[config.mk]
export PLATFORM = sky130hd
export DESIGN_NAME = rambus_arbiter
export DESIGN_NICKNAME = d
export VERILOG_FILES = /design/src/rtl/rambus_arbiter.sv
export SDC_FILE = /design/constraint.sdc
export NUM_CORES = 1
export LEC_CHECK = 0
export ABC_AREA = 1
export CELL_PAD_IN_SITES_DETAIL_PLACEMENT = 0
export CELL_PAD_IN_SITES_GLOBAL_PLACEMENT = 1
export CORE_MARGIN = 8
export CORE_UTILIZATION = 16
export DETAILED_ROUTE_END_ITERATION = 7
export GPL_ROUTABILITY_DRIVEN = 0
export PLACE_DENSITY = 0.84
export SLEW_MARGIN = 25
export SYNTH_ARGS = -nofsm -noshare
export SYNTH_HDL_FRONTEND = slang
export SYNTH_SLANG_ARGS = --single-unit
[constraint.sdc]
create_clock -name clock -period 2.3 [get_ports clock]
set_input_delay 0.69 -clock clock [delete_from_list [all_inputs] [get_ports clock]]
set_output_delay 0.69 -clock clock [all_outputs]
set_load 0.02 [all_outputs]
[src/rtl/rambus_arbiter.sv]
// rambus_arbiter: two-master, one-slave Wishbone arbiter in front of the
// rambus SRAM. Master 0 is the spell core, master 1 the host-side bridge.
// Round-robin arbitration; a grant is held for the whole Wishbone cycle
// (while the granted master keeps cyc high). A watchdog aborts a transfer
// whose strobe goes unacknowledged for TIMEOUT_CYCLES cycles, pulses err to
// that master for one cycle and bumps a saturating abort counter.
//
// Ports:
//   clock, reset_n            clock, asynchronous active-low reset
//   m0_* / m1_*               Wishbone slave-side ports for the two masters
//                             (cyc/stb/we/addr/dat/sel in, dat/ack/err out)
//   s_*                       Wishbone master-side port towards the rambus
//   grant_o                   one-hot current grant (01 = m0, 10 = m1, 00 none)
//   timeout_cnt_o             saturating count of watchdog aborts
module rambus_arbiter #(
  parameter int ADDR_W         = 10,
  parameter int TIMEOUT_CYCLES = 64,
  parameter int CNT_W          = 8
) (
  input  logic              clock,
  input  logic              reset_n,
  input  logic              m0_cyc_i,
  input  logic              m0_stb_i,
  input  logic              m0_we_i,
  input  logic [ADDR_W-1:0] m0_addr_i,
  input  logic [31:0]       m0_dat_i,
  input  logic [3:0]        m0_sel_i,
  output logic [31:0]       m0_dat_o,
  output logic              m0_ack_o,
  output logic              m0_err_o,
  input  logic              m1_cyc_i,
  input  logic              m1_stb_i,
  input  logic              m1_we_i,
  input  logic [ADDR_W-1:0] m1_addr_i,
  input  logic [31:0]       m1_dat_i,
  input  logic [3:0]        m1_sel_i,
  output logic [31:0]       m1_dat_o,
  output logic              m1_ack_o,
  output logic              m1_err_o,
  output logic              s_cyc_o,
  output logic              s_stb_o,
  output logic              s_we_o,
  output logic [ADDR_W-1:0] s_addr_o,
  output logic [31:0]       s_dat_o,
  output logic [3:0]        s_sel_o,
  input  logic [31:0]       s_dat_i,
  input  logic              s_ack_i,
  output logic [1:0]        grant_o,
  output logic [CNT_W-1:0]  timeout_cnt_o
);

  typedef enum logic [1:0] {IDLE, GNT0, GNT1, ABORT} state_t;

  // The watchdog only has to reach TIMEOUT_CYCLES-1.
  localparam int WD_W = (TIMEOUT_CYCLES > 1) ? $clog2(TIMEOUT_CYCLES) : 1;
  localparam logic [WD_W-1:0] WD_LIMIT =
    (TIMEOUT_CYCLES > 0) ? WD_W'(TIMEOUT_CYCLES - 1) : '0;

  state_t            state, state_nxt;
  logic              last_grant, last_grant_nxt;  // 0 = m0, 1 = m1
  logic [WD_W-1:0]   wd_cnt, wd_cnt_nxt;
  logic [CNT_W-1:0]  timeout_cnt;

  // Granted master's request signals, selected by the registered grant.
  logic              sel_m1;
  logic              mx_cyc, mx_stb, mx_we;
  logic [ADDR_W-1:0] mx_addr;
  logic [31:0]       mx_dat;
  logic [3:0]        mx_sel;

  assign sel_m1  = (state == GNT1);
  assign mx_cyc  = sel_m1 ? m1_cyc_i  : m0_cyc_i;
  assign mx_stb  = sel_m1 ? m1_stb_i  : m0_stb_i;
  assign mx_we   = sel_m1 ? m1_we_i   : m0_we_i;
  assign mx_addr = sel_m1 ? m1_addr_i : m0_addr_i;
  assign mx_dat  = sel_m1 ? m1_dat_i  : m0_dat_i;
  assign mx_sel  = sel_m1 ? m1_sel_i  : m0_sel_i;

  assign timeout_cnt_o = timeout_cnt;

  always_ff @(posedge clock or negedge reset_n) begin
    if (!reset_n) begin
      state       <= IDLE;
      last_grant  <= 1'b1;
      wd_cnt      <= '0;
      timeout_cnt <= '0;
    end else begin
      state      <= state_nxt;
      last_grant <= last_grant_nxt;
      wd_cnt     <= wd_cnt_nxt;
      // Counted on entry to ABORT so the new value is visible during ABORT.
      if (state_nxt == ABORT && timeout_cnt != {CNT_W{1'b1}})
        timeout_cnt <= timeout_cnt + CNT_W'(1);
    end
  end

  always_comb begin
    state_nxt      = state;
    last_grant_nxt = last_grant;
    wd_cnt_nxt     = '0;
    s_cyc_o        = 1'b0;
    s_stb_o        = 1'b0;
    s_we_o         = 1'b0;
    s_addr_o       = '0;
    s_dat_o        = '0;
    s_sel_o        = '0;
    m0_ack_o       = 1'b0;
    m1_ack_o       = 1'b0;
    m0_err_o       = 1'b0;
    m1_err_o       = 1'b0;
    grant_o        = 2'b00;
    m0_dat_o       = s_dat_i;
    m1_dat_o       = s_dat_i;

    case (state)
      IDLE: begin
        // On contention the master that did not hold the last grant wins.
        if (m0_cyc_i && (!m1_cyc_i || last_grant)) begin
          state_nxt      = GNT0;
          last_grant_nxt = 1'b0;
        end else if (m1_cyc_i) begin
          state_nxt      = GNT1;
          last_grant_nxt = 1'b1;
        end
      end

      GNT0, GNT1: begin
        grant_o  = sel_m1 ? 2'b10 : 2'b01;
        s_cyc_o  = mx_cyc;
        s_stb_o  = mx_cyc & mx_stb;
        s_we_o   = mx_we;
        s_addr_o = mx_addr;
        s_dat_o  = mx_dat;
        s_sel_o  = mx_sel;
        m0_ack_o = ~sel_m1 & s_ack_i;
        m1_ack_o = sel_m1 & s_ack_i;
        if (!mx_cyc) begin
          state_nxt = IDLE;
        end else if (mx_stb && !s_ack_i && TIMEOUT_CYCLES != 0) begin
          // An ack on the limit cycle takes the else path: no abort.
          if (wd_cnt == WD_LIMIT)
            state_nxt = ABORT;
          else
            wd_cnt_nxt = wd_cnt + WD_W'(1);
        end
      end

      ABORT: begin
        // last_grant still names the aborted master.
        m0_err_o  = ~last_grant;
        m1_err_o  = last_grant;
        state_nxt = IDLE;
      end

      default: state_nxt = IDLE;
    endcase
  end

endmodule

==> results list, run 1 <==
- Outcome: finished, violations left
- Violations in the final reports: setup timing
- TritonCTS built the clock tree.
- For the worst setup path, the data required time is 1.61 ns.
- Gr ovfl total: 0
* Worst hold-check path type: register to register
* Setup slack after placement: -0.642 ns
- Entering global routing, the biggest net connects 48 pins.
* Worst Path Max Fanout: 5
- The via count of the first global-routing pass is 2728.
- Die area: 17400 sq um
- Counting distinct cell types in the post-synthesis netlist gives 23.
- The number of antenna violations at the first check in global routing was 0.
- Dividing total power by cell area gives a power density of 1480 nW/um^2.
- Library cell occupying the most area in the post-synthesis netlist: sky130_fd_sc_hd__buf_4
* Final WL: 10.3 mm
- Clock latency at the later pin of the worst-skew pair: 0.24 ns
- Number of levels the H-tree was split into: 1
* Detailed Route Iter0 Violations: 78
- From synthesis to final layout, the design area changed by 95.0%.
- Crit path launch type: register
- At the pin with the least slew margin, the transition time is 0.361 ns.
- Post-DP HPWL: 7.26 mm
- The initial utilization of the core area, before any placement, comes to 0.163.
* Synthesis Warnings: 0
- Seq/Total Area, Yosys: 0.198
* Final critical-path share of the clock period: 1.02
- Type of the worst setup path: register to primary output
* Sequential cell area: 427 sq um
- Layout Skew: 0.00113 ns
- Of the cells placed in the final design, the portion with a size suffix greater than 1 is 0.338.
- Post-Syn Nets: 484
- Maximum VDD drop: 0.000648 V
- In the final routed layout, each cell accounts on average for 16.1 microns.
* Cell types occupying the most area after synthesis: sky130_fd_sc_hd__buf_4, sky130_fd_sc_hd__dfrtp_1, sky130_fd_sc_hd__nor2_1, sky130_fd_sc_hd__o21ai_0, sky130_fd_sc_hd__nand2_1
- Detail Route Antenna Nets: 0
* Max clock buf depth: 2
- The final layout contains 605 nets.
* Global-route usage over all layers: 0.104
- Via count: 2563
* Root Buffer Master: sky130_fd_sc_hd__clkbuf_16
* Final max-slew violation count: 0
- The analysis attributes to cell leakage a power of 1.86 nW.
- Global-route wire length before repair: 14.8 mm
* Unrepaired setup endpoints after global routing: yes
* Final Total Pwr: 6.22 mW
- The hold violation total from the final report is 0.
- In the synthesized netlist, the number of instances is 344.
- Data on the critical path arrives at its endpoint at 1.67 ns.
- Counting every sink on the clock net gives 17.
* Ant diodes: 0
- After detailed routing, the number of vias per cell comes to 4.00.
- Height of the die: 132 microns
- Port Buffer Count: 163
- For the final routed database, the setup TNS stands at -0.429 ns.
- Count of TritonRoute iterations in the first routing pass: 4
- From left edge to right edge, the die measures 132 microns.
* Headroom to the max-slew limit: 0.759
- Crit. End Element: primary output
- In this run the core area contains 42 standard-cell rows.
- The tool flagged a number of max-cap violations equal to 0.
- DRC violation count after routing: 0
* Multi-input gate area in the final layout: 1370 sq um
- Register bit total from synthesis: 17
- Number of top-level design ports: 260
- Peak clock frequency supported by timing: 424 MHz
- In this run the cell area of the synthesized design comes to 2160 sq um.
* Worst Setup Slack, final: -0.0561 ns
* Setup violation total in the final timing report: 24
- Clock-pin slew was measured on the worst setup and hold paths at 0.05 ns.
* Area share of the largest cell type after synthesis: 0.223
- The library cell used most frequently in the layout, excluding fill and tap cells, is sky130_fd_sc_hd__clkdlybuf4s50_1.
- Area of the core: 13200 sq um
* Final period demand of the worst path: 2.36 ns
- A synthesized cell averages 6.27 sq um.
* Count of filler cells inserted in the layout: 1394
* Inserted Clock Buffers: 3
- Most frequent cells in the layout: sky130_fd_sc_hd__clkdlybuf4s50_1, sky130_fd_sc_hd__nor2_1, sky130_fd_sc_hd__buf_4
-- worst max-delay path, cell delays in order (launching register included) --
cell and delay (ns):
sky130_fd_sc_hd__dfrtp_1 0.41, sky130_fd_sc_hd__buf_6 0.14, sky130_fd_sc_hd__ha_4 0.21, sky130_fd_sc_hd__buf_8 0.16, sky130_fd_sc_hd__nand2_4 0.06, sky130_fd_sc_hd__o21ai_4 0.07, sky130_fd_sc_hd__nor3b_4 0.23, sky130_fd_sc_hd__buf_6 0.15
-- path summary, 6_finish.rpt --
kind | from | endpoint | slack [ns] | cells after the start
min in group asynchronous | reset_n | timeout_cnt_o[1]$_DFFE_PN0P_ | 0.78 | 2
max reg2reg | state[1]$_DFF_PN0_ | wd_cnt[3]$_DFF_PN0_ | 0.28 | 11
max in group asynchronous | reset_n | last_grant$_DFFE_PN1P_ | 1.27 | 2
min | wd_cnt[0]$_DFF_PN0_ | wd_cnt[0]$_DFF_PN0_ | 0.47 | 1
min reg2reg | wd_cnt[0]$_DFF_PN0_ | wd_cnt[0]$_DFF_PN0_ | 0.47 | 1
max | state[1]$_DFF_PN0_ | s_stb_o | -0.06 | 7
-- logic make-up after synthesis --
logic type / after synthesis / synth area share
DFF: 17 / 0.198
buffers and inverters: 95 / 0.279
and+or+nand+nor: 163 / 0.320
AOI/OAI and AO/OA: 53 / 0.126
xor gates and xnor gates: 9 / 0.0366
adders and majority gates: 7 / 0.0406
-- repair_timing --
action	in CTS	in global routing
hold buffers	0	0
pin swaps	11	36
hold endpoints to repair	0	0
resized for setup	290	89
gates cloned	6	3
setup buffers	7	6
endpoints found under the setup margin	55	51
-- state kept, by name, summed over array words and instances (netlist names) --
signal	cells
last_grant	1
state	2
wd_cnt	6
timeout_cnt_o	8
-- synth_stat cells --
| master | count |
|---|---|
| sky130_fd_sc_hd__nor3b_4 | 1 |
| sky130_fd_sc_hd__buf_4 | 64 |
| sky130_fd_sc_hd__clkbuf_1 | 12 |
| sky130_fd_sc_hd__a21oi_1 | 2 |
| sky130_fd_sc_hd__nand2_2 | 3 |
| sky130_fd_sc_hd__nand3_4 | 1 |
| sky130_fd_sc_hd__nand2_1 | 35 |
| sky130_fd_sc_hd__nor3_1 | 3 |
| sky130_fd_sc_hd__o21ai_2 | 1 |
| sky130_fd_sc_hd__nor2_1 | 104 |
| sky130_fd_sc_hd__buf_2 | 3 |
| sky130_fd_sc_hd__xor2_1 | 5 |
| sky130_fd_sc_hd__o211ai_1 | 1 |
| sky130_fd_sc_hd__dfrtp_1 | 16 |
| sky130_fd_sc_hd__ha_1 | 7 |
| sky130_fd_sc_hd__nand3_1 | 4 |
| sky130_fd_sc_hd__or2_1 | 1 |
| sky130_fd_sc_hd__xnor2_1 | 4 |
| sky130_fd_sc_hd__nand4_1 | 10 |
| sky130_fd_sc_hd__nor3_2 | 1 |
| sky130_fd_sc_hd__dfstp_2 | 1 |
| sky130_fd_sc_hd__inv_1 | 16 |
| sky130_fd_sc_hd__o21ai_0 | 49 |
-- metal layers --
metal,global-route usage,vias up,part of all wire
met1,0.108,1132,0.38
met2,0.197,131,0.51
met3,0.0347,22,0.087
met5,0,-,0
li1,-,1278,-
met4,0.0236,0,0.021
-- final cells by class --
cell class                 count  share of cell area
sequential                    17               0.101
timing repair buffer         195               0.487
inverter                      16              0.0161
multi-input combinational    232               0.325
clock buffer                   4              0.0188
tap                          176              0.0524
-- power breakdown --
part / switching [mW] / internal [mW] / total [mW] / leakage [nW]
clock: 0.101 / 0.235 / 0.336 / 0.0382
combinational: 2.86 / 2.59 / 5.44 / 1.59
sequential: 0.0719 / 0.365 / 0.437 / 0.228
total: 3.03 / 3.19 / 6.22 / 1.86
-- per-stage QoR --
step | utilization | std cells | area, sq um | hold WS, ns
2_1_floorplan | - | 344 | 2240 | 0.394
3_3_place_gp | 0.281 | 618 | 3710 | 0.448
3_5_place_dp | 0.281 | 618 | 3710 | 0.474
4_1_cts | 0.300 | 635 | 3950 | 0.479
5_1_grt | 0.319 | 640 | 4200 | 0.492
6_report | 0.319 | 640 | 4200 | 0.468
Power figures use the tool's default switching activity.
==> inputs of run 2 (changes only) <==
--- a/config.mk
+++ b/config.mk
@@ -8,12 +8,13 @@
 export ABC_AREA = 1
 export CELL_PAD_IN_SITES_DETAIL_PLACEMENT = 0
 export CELL_PAD_IN_SITES_GLOBAL_PLACEMENT = 1
-export CORE_MARGIN = 8
+export CORE_MARGIN = 2
 export CORE_UTILIZATION = 16
 export DETAILED_ROUTE_END_ITERATION = 7
 export GPL_ROUTABILITY_DRIVEN = 0
 export PLACE_DENSITY = 0.84
-export SLEW_MARGIN = 25
+export SLEW_MARGIN = 5
 export SYNTH_ARGS = -nofsm -noshare
 export SYNTH_HDL_FRONTEND = slang
 export SYNTH_SLANG_ARGS = --single-unit
+export TNS_END_PERCENT = 10
==> results list, run 2 (same netlist as run 1, synthesis figures left out) <==
* Outcome: finished, violations left
- The checks that failed: setup timing.
* Final core utilization: 0.304
- Gr ovfl total: 0
- Leakage: 1.80 nW
- During placement, the flow inserted port buffers numbering 163.
* Global-route usage over all layers: 0.121
- Wl on met1: 3.93 mm
* Required time reported for the critical path endpoint: 1.61 ns
* Most frequent cells in the layout: sky130_fd_sc_hd__clkdlybuf4s50_1, sky130_fd_sc_hd__nor2_1, sky130_fd_sc_hd__buf_4
* Maximum VDD drop: 0.000686 V
* Antenna violations before repair: 0
* Endpoint arrival time on the critical path: 1.73 ns
- Kind of cell adding the most delay to the critical path: buffers and inverters
* Cell at the slowest stage of the critical path: sky130_fd_sc_hd__clkdlybuf4s50_1
- Worst Path Max Fanout: 3
- The area growth from synthesis to layout is 85.9%.
- Clock tree synthesis inserted a total of 3 buffers.
* Post-detailed-placement cell area: 3660 sq um
- The detailed router used layers up to and including met4.
- Via count: 2595
- For this configuration, the core starts out at a cell density of 0.163.
- Clock latency at the later pin of the worst-skew pair: 0.25 ns
* Setup violation total in the final timing report: 50
- For this run, the slowest stage of the critical path takes 0.54 ns.
- The finished cells cover 4010 sq um.
* Detailed Route Iter0 Violations: 58
* Clock sink count: 17
* Share of final-layout standard cells stronger than drive strength 1: 0.307
- The die is 120 microns tall.
- After legalization and detailed placement, the total HPWL measured 6.37 mm.
- In the final routed layout, each cell accounts on average for 14.9 microns.
* Met3 Wirelength: 800 microns
* Setup slack after placement: -0.617 ns
- Ant diodes: 0
- For this design the top-level I/O count stands at 260.
* Slew at the pin closest to its max-slew limit: 0.358 ns
* Met2 wire length: 4.68 mm
- The filler cells instantiated in the layout total 1408.
- After detailed routing, the number of remaining DRC violations is 0.
- Number of flip-flops in the largest register: 8
- Based on the critical path, the design can be clocked at up to 413 MHz.
* Placed cells: 621
- The via count of the first global-routing pass is 2653.
* Final critical-path share of the clock period: 1.05
- Dividing total power by cell area gives a power density of 1320 nW/um^2.
* Clk pwr share: 0.066
- Final WL: 9.53 mm
- For the finished layout, the period the worst path requires is 2.42 ns.
* Area of the core: 13200 sq um
- Switching Power: 2.74 mW
- Die area: 14400 sq um
* Headroom to the max-slew limit: 0.761
- Max clock buf depth: 2
- The clock arrives with 0.00139 ns of skew.
- In this run the remaining antenna-violating nets after routing total 0.
- Clk pin slew, worst setup/hold paths: 0.05 ns
- Maximum number of pins on one net before global-route repair: 36
* Final Total Pwr: 5.30 mW
- The library cell used most frequently in the layout, excluding fill and tap cells, is sky130_fd_sc_hd__clkdlybuf4s50_1.
* Hold violation total from the final report: 0
- Setup TNS after final layout: -3.74 ns
- Max Cap Violations: 0
* Die Width: 120 microns
- In the post-route analysis, the smallest setup slack over all paths is -0.120 ns.
* Worst hold-check path type: register to register
- Comb power frac: 0.850
- Hold is met by 0.476 ns.
* Worst Path Buf+Inv: 2
- The internal portion of the total power is 2.56 mW.
- The final layout contains 603 nets.
- Of the total power, the share spent switching nets is 0.517.
- In this run the number of H-tree levels came out at 1.
* Crit path launch type: input pin
* Unrepaired setup endpoints after global routing: yes
* Number of placement rows: 42
- The worst setup path is captured at a primary output.
* Root Buffer Master: sky130_fd_sc_hd__clkbuf_16
- Final max-slew violation count: 0
- Walking the worst path, the cells encountered are clkdlybuf4s50_1, o21ai_4, nor3b_4, buf_6.
- Once layout is complete, the cells apart from fillers number 638.
- Count of TritonRoute iterations in the first routing pass: 4
- The critical path is of the input pin to primary output type.
- Post-DR vias/cell: 4.07
- CTS tree: done
- The first global-routing pass estimated 13.8 mm of wire.
- The share of total power dissipated in sequential elements is 0.084.
[run 2: changes by cell type in the layout (fill, tap and decap cells not counted), sizes merged]
cell	change
clkbuf	-3
dlygate4sd2	-2
clkdlybuf4s50	+4
dlymetal6s2s	-2
clkinvlp	+1
inv	-1
clkdlybuf4s15	+1
[run 2: layer usage]
metal	vias up	global-route usage
li1	1269	-
met1	1187	0.143
met2	122	0.220
met3	17	0.0290
met4	0	0.0272
met5	-	0
[run 2: area by class of cell]
class / instances / area, sq um / share of cell area
repair buffers: 193 / 1910 / 0.476
multi-input cells: 232 / 1310 / 0.327
flip-flops and latches: 17 / 428 / 0.107
well taps: 176 / 220 / 0.0549
clock buffers: 4 / 78.8 / 0.0197
inverters: 16 / 63.8 / 0.0159
[run 2: worst register-to-register path, cell delays in order, from the launching register on]
cell	delay (ns)
sky130_fd_sc_hd__dfrtp_2	0.44
sky130_fd_sc_hd__ha_4	0.20
sky130_fd_sc_hd__clkinvlp_4	0.15
sky130_fd_sc_hd__buf_4	0.14
sky130_fd_sc_hd__nand2_1	0.05
sky130_fd_sc_hd__nand2_2	0.09
sky130_fd_sc_hd__nor3b_4	0.25
sky130_fd_sc_hd__buf_4	0.15
sky130_fd_sc_hd__buf_4	0.09
sky130_fd_sc_hd__nand2_2	0.06
sky130_fd_sc_hd__or2_1	0.25
sky130_fd_sc_hd__nor3_2	0.11
[run 2: what timing repair did]
item / 4_1_cts / 5_1_grt
setup endpoints to repair: 55 / 52
hold buffers: 0 / 0
gates cloned: 4 / 1
resized for setup: 250 / 46
pin swaps: 3 / 2
setup buffers: 7 / 2
[run 2: power by group through the flow]
stage / clock (mW) / sequential (mW) / combinational (mW)
2_1_floorplan: 0 / 0.465 / 2.11
3_3_place_gp: 0 / 0.442 / 3.96
3_5_place_dp: 0 / 0.443 / 3.98
4_1_cts: 0.358 / 0.443 / 4.28
5_1_grt: 0.376 / 0.459 / 4.83
6_report: 0.352 / 0.444 / 4.51
[run 2: worst paths after layout]
path	startpoint	end	slack, ns	cells after the start
setup / recovery	m0_cyc_i	s_stb_o	-0.12	4
max in group asynchronous	reset_n	last_grant$_DFFE_PN1P_	1.28	2
min in group asynchronous	reset_n	timeout_cnt_o[3]$_DFFE_PN0P_	0.76	2
hold reg to reg	wd_cnt[0]$_DFF_PN0_	wd_cnt[0]$_DFF_PN0_	0.48	1
setup reg to reg	state[1]$_DFF_PN0_	wd_cnt[3]$_DFF_PN0_	0.25	11
hold / removal	wd_cnt[0]$_DFF_PN0_	wd_cnt[0]$_DFF_PN0_	0.48	1
==> inputs of run 3 (changes only) <==
--- a/config.mk
+++ b/config.mk
@@ -6,6 +6,7 @@
 export NUM_CORES = 1
 export LEC_CHECK = 0
 export ABC_AREA = 1
+export ABC_CLOCK_PERIOD_IN_PS = 2300
 export CELL_PAD_IN_SITES_DETAIL_PLACEMENT = 0
 export CELL_PAD_IN_SITES_GLOBAL_PLACEMENT = 1
 export CORE_MARGIN = 2
==> results of run 3 <==
The final DEF is identical to that of run 2; final timing and power are the same.
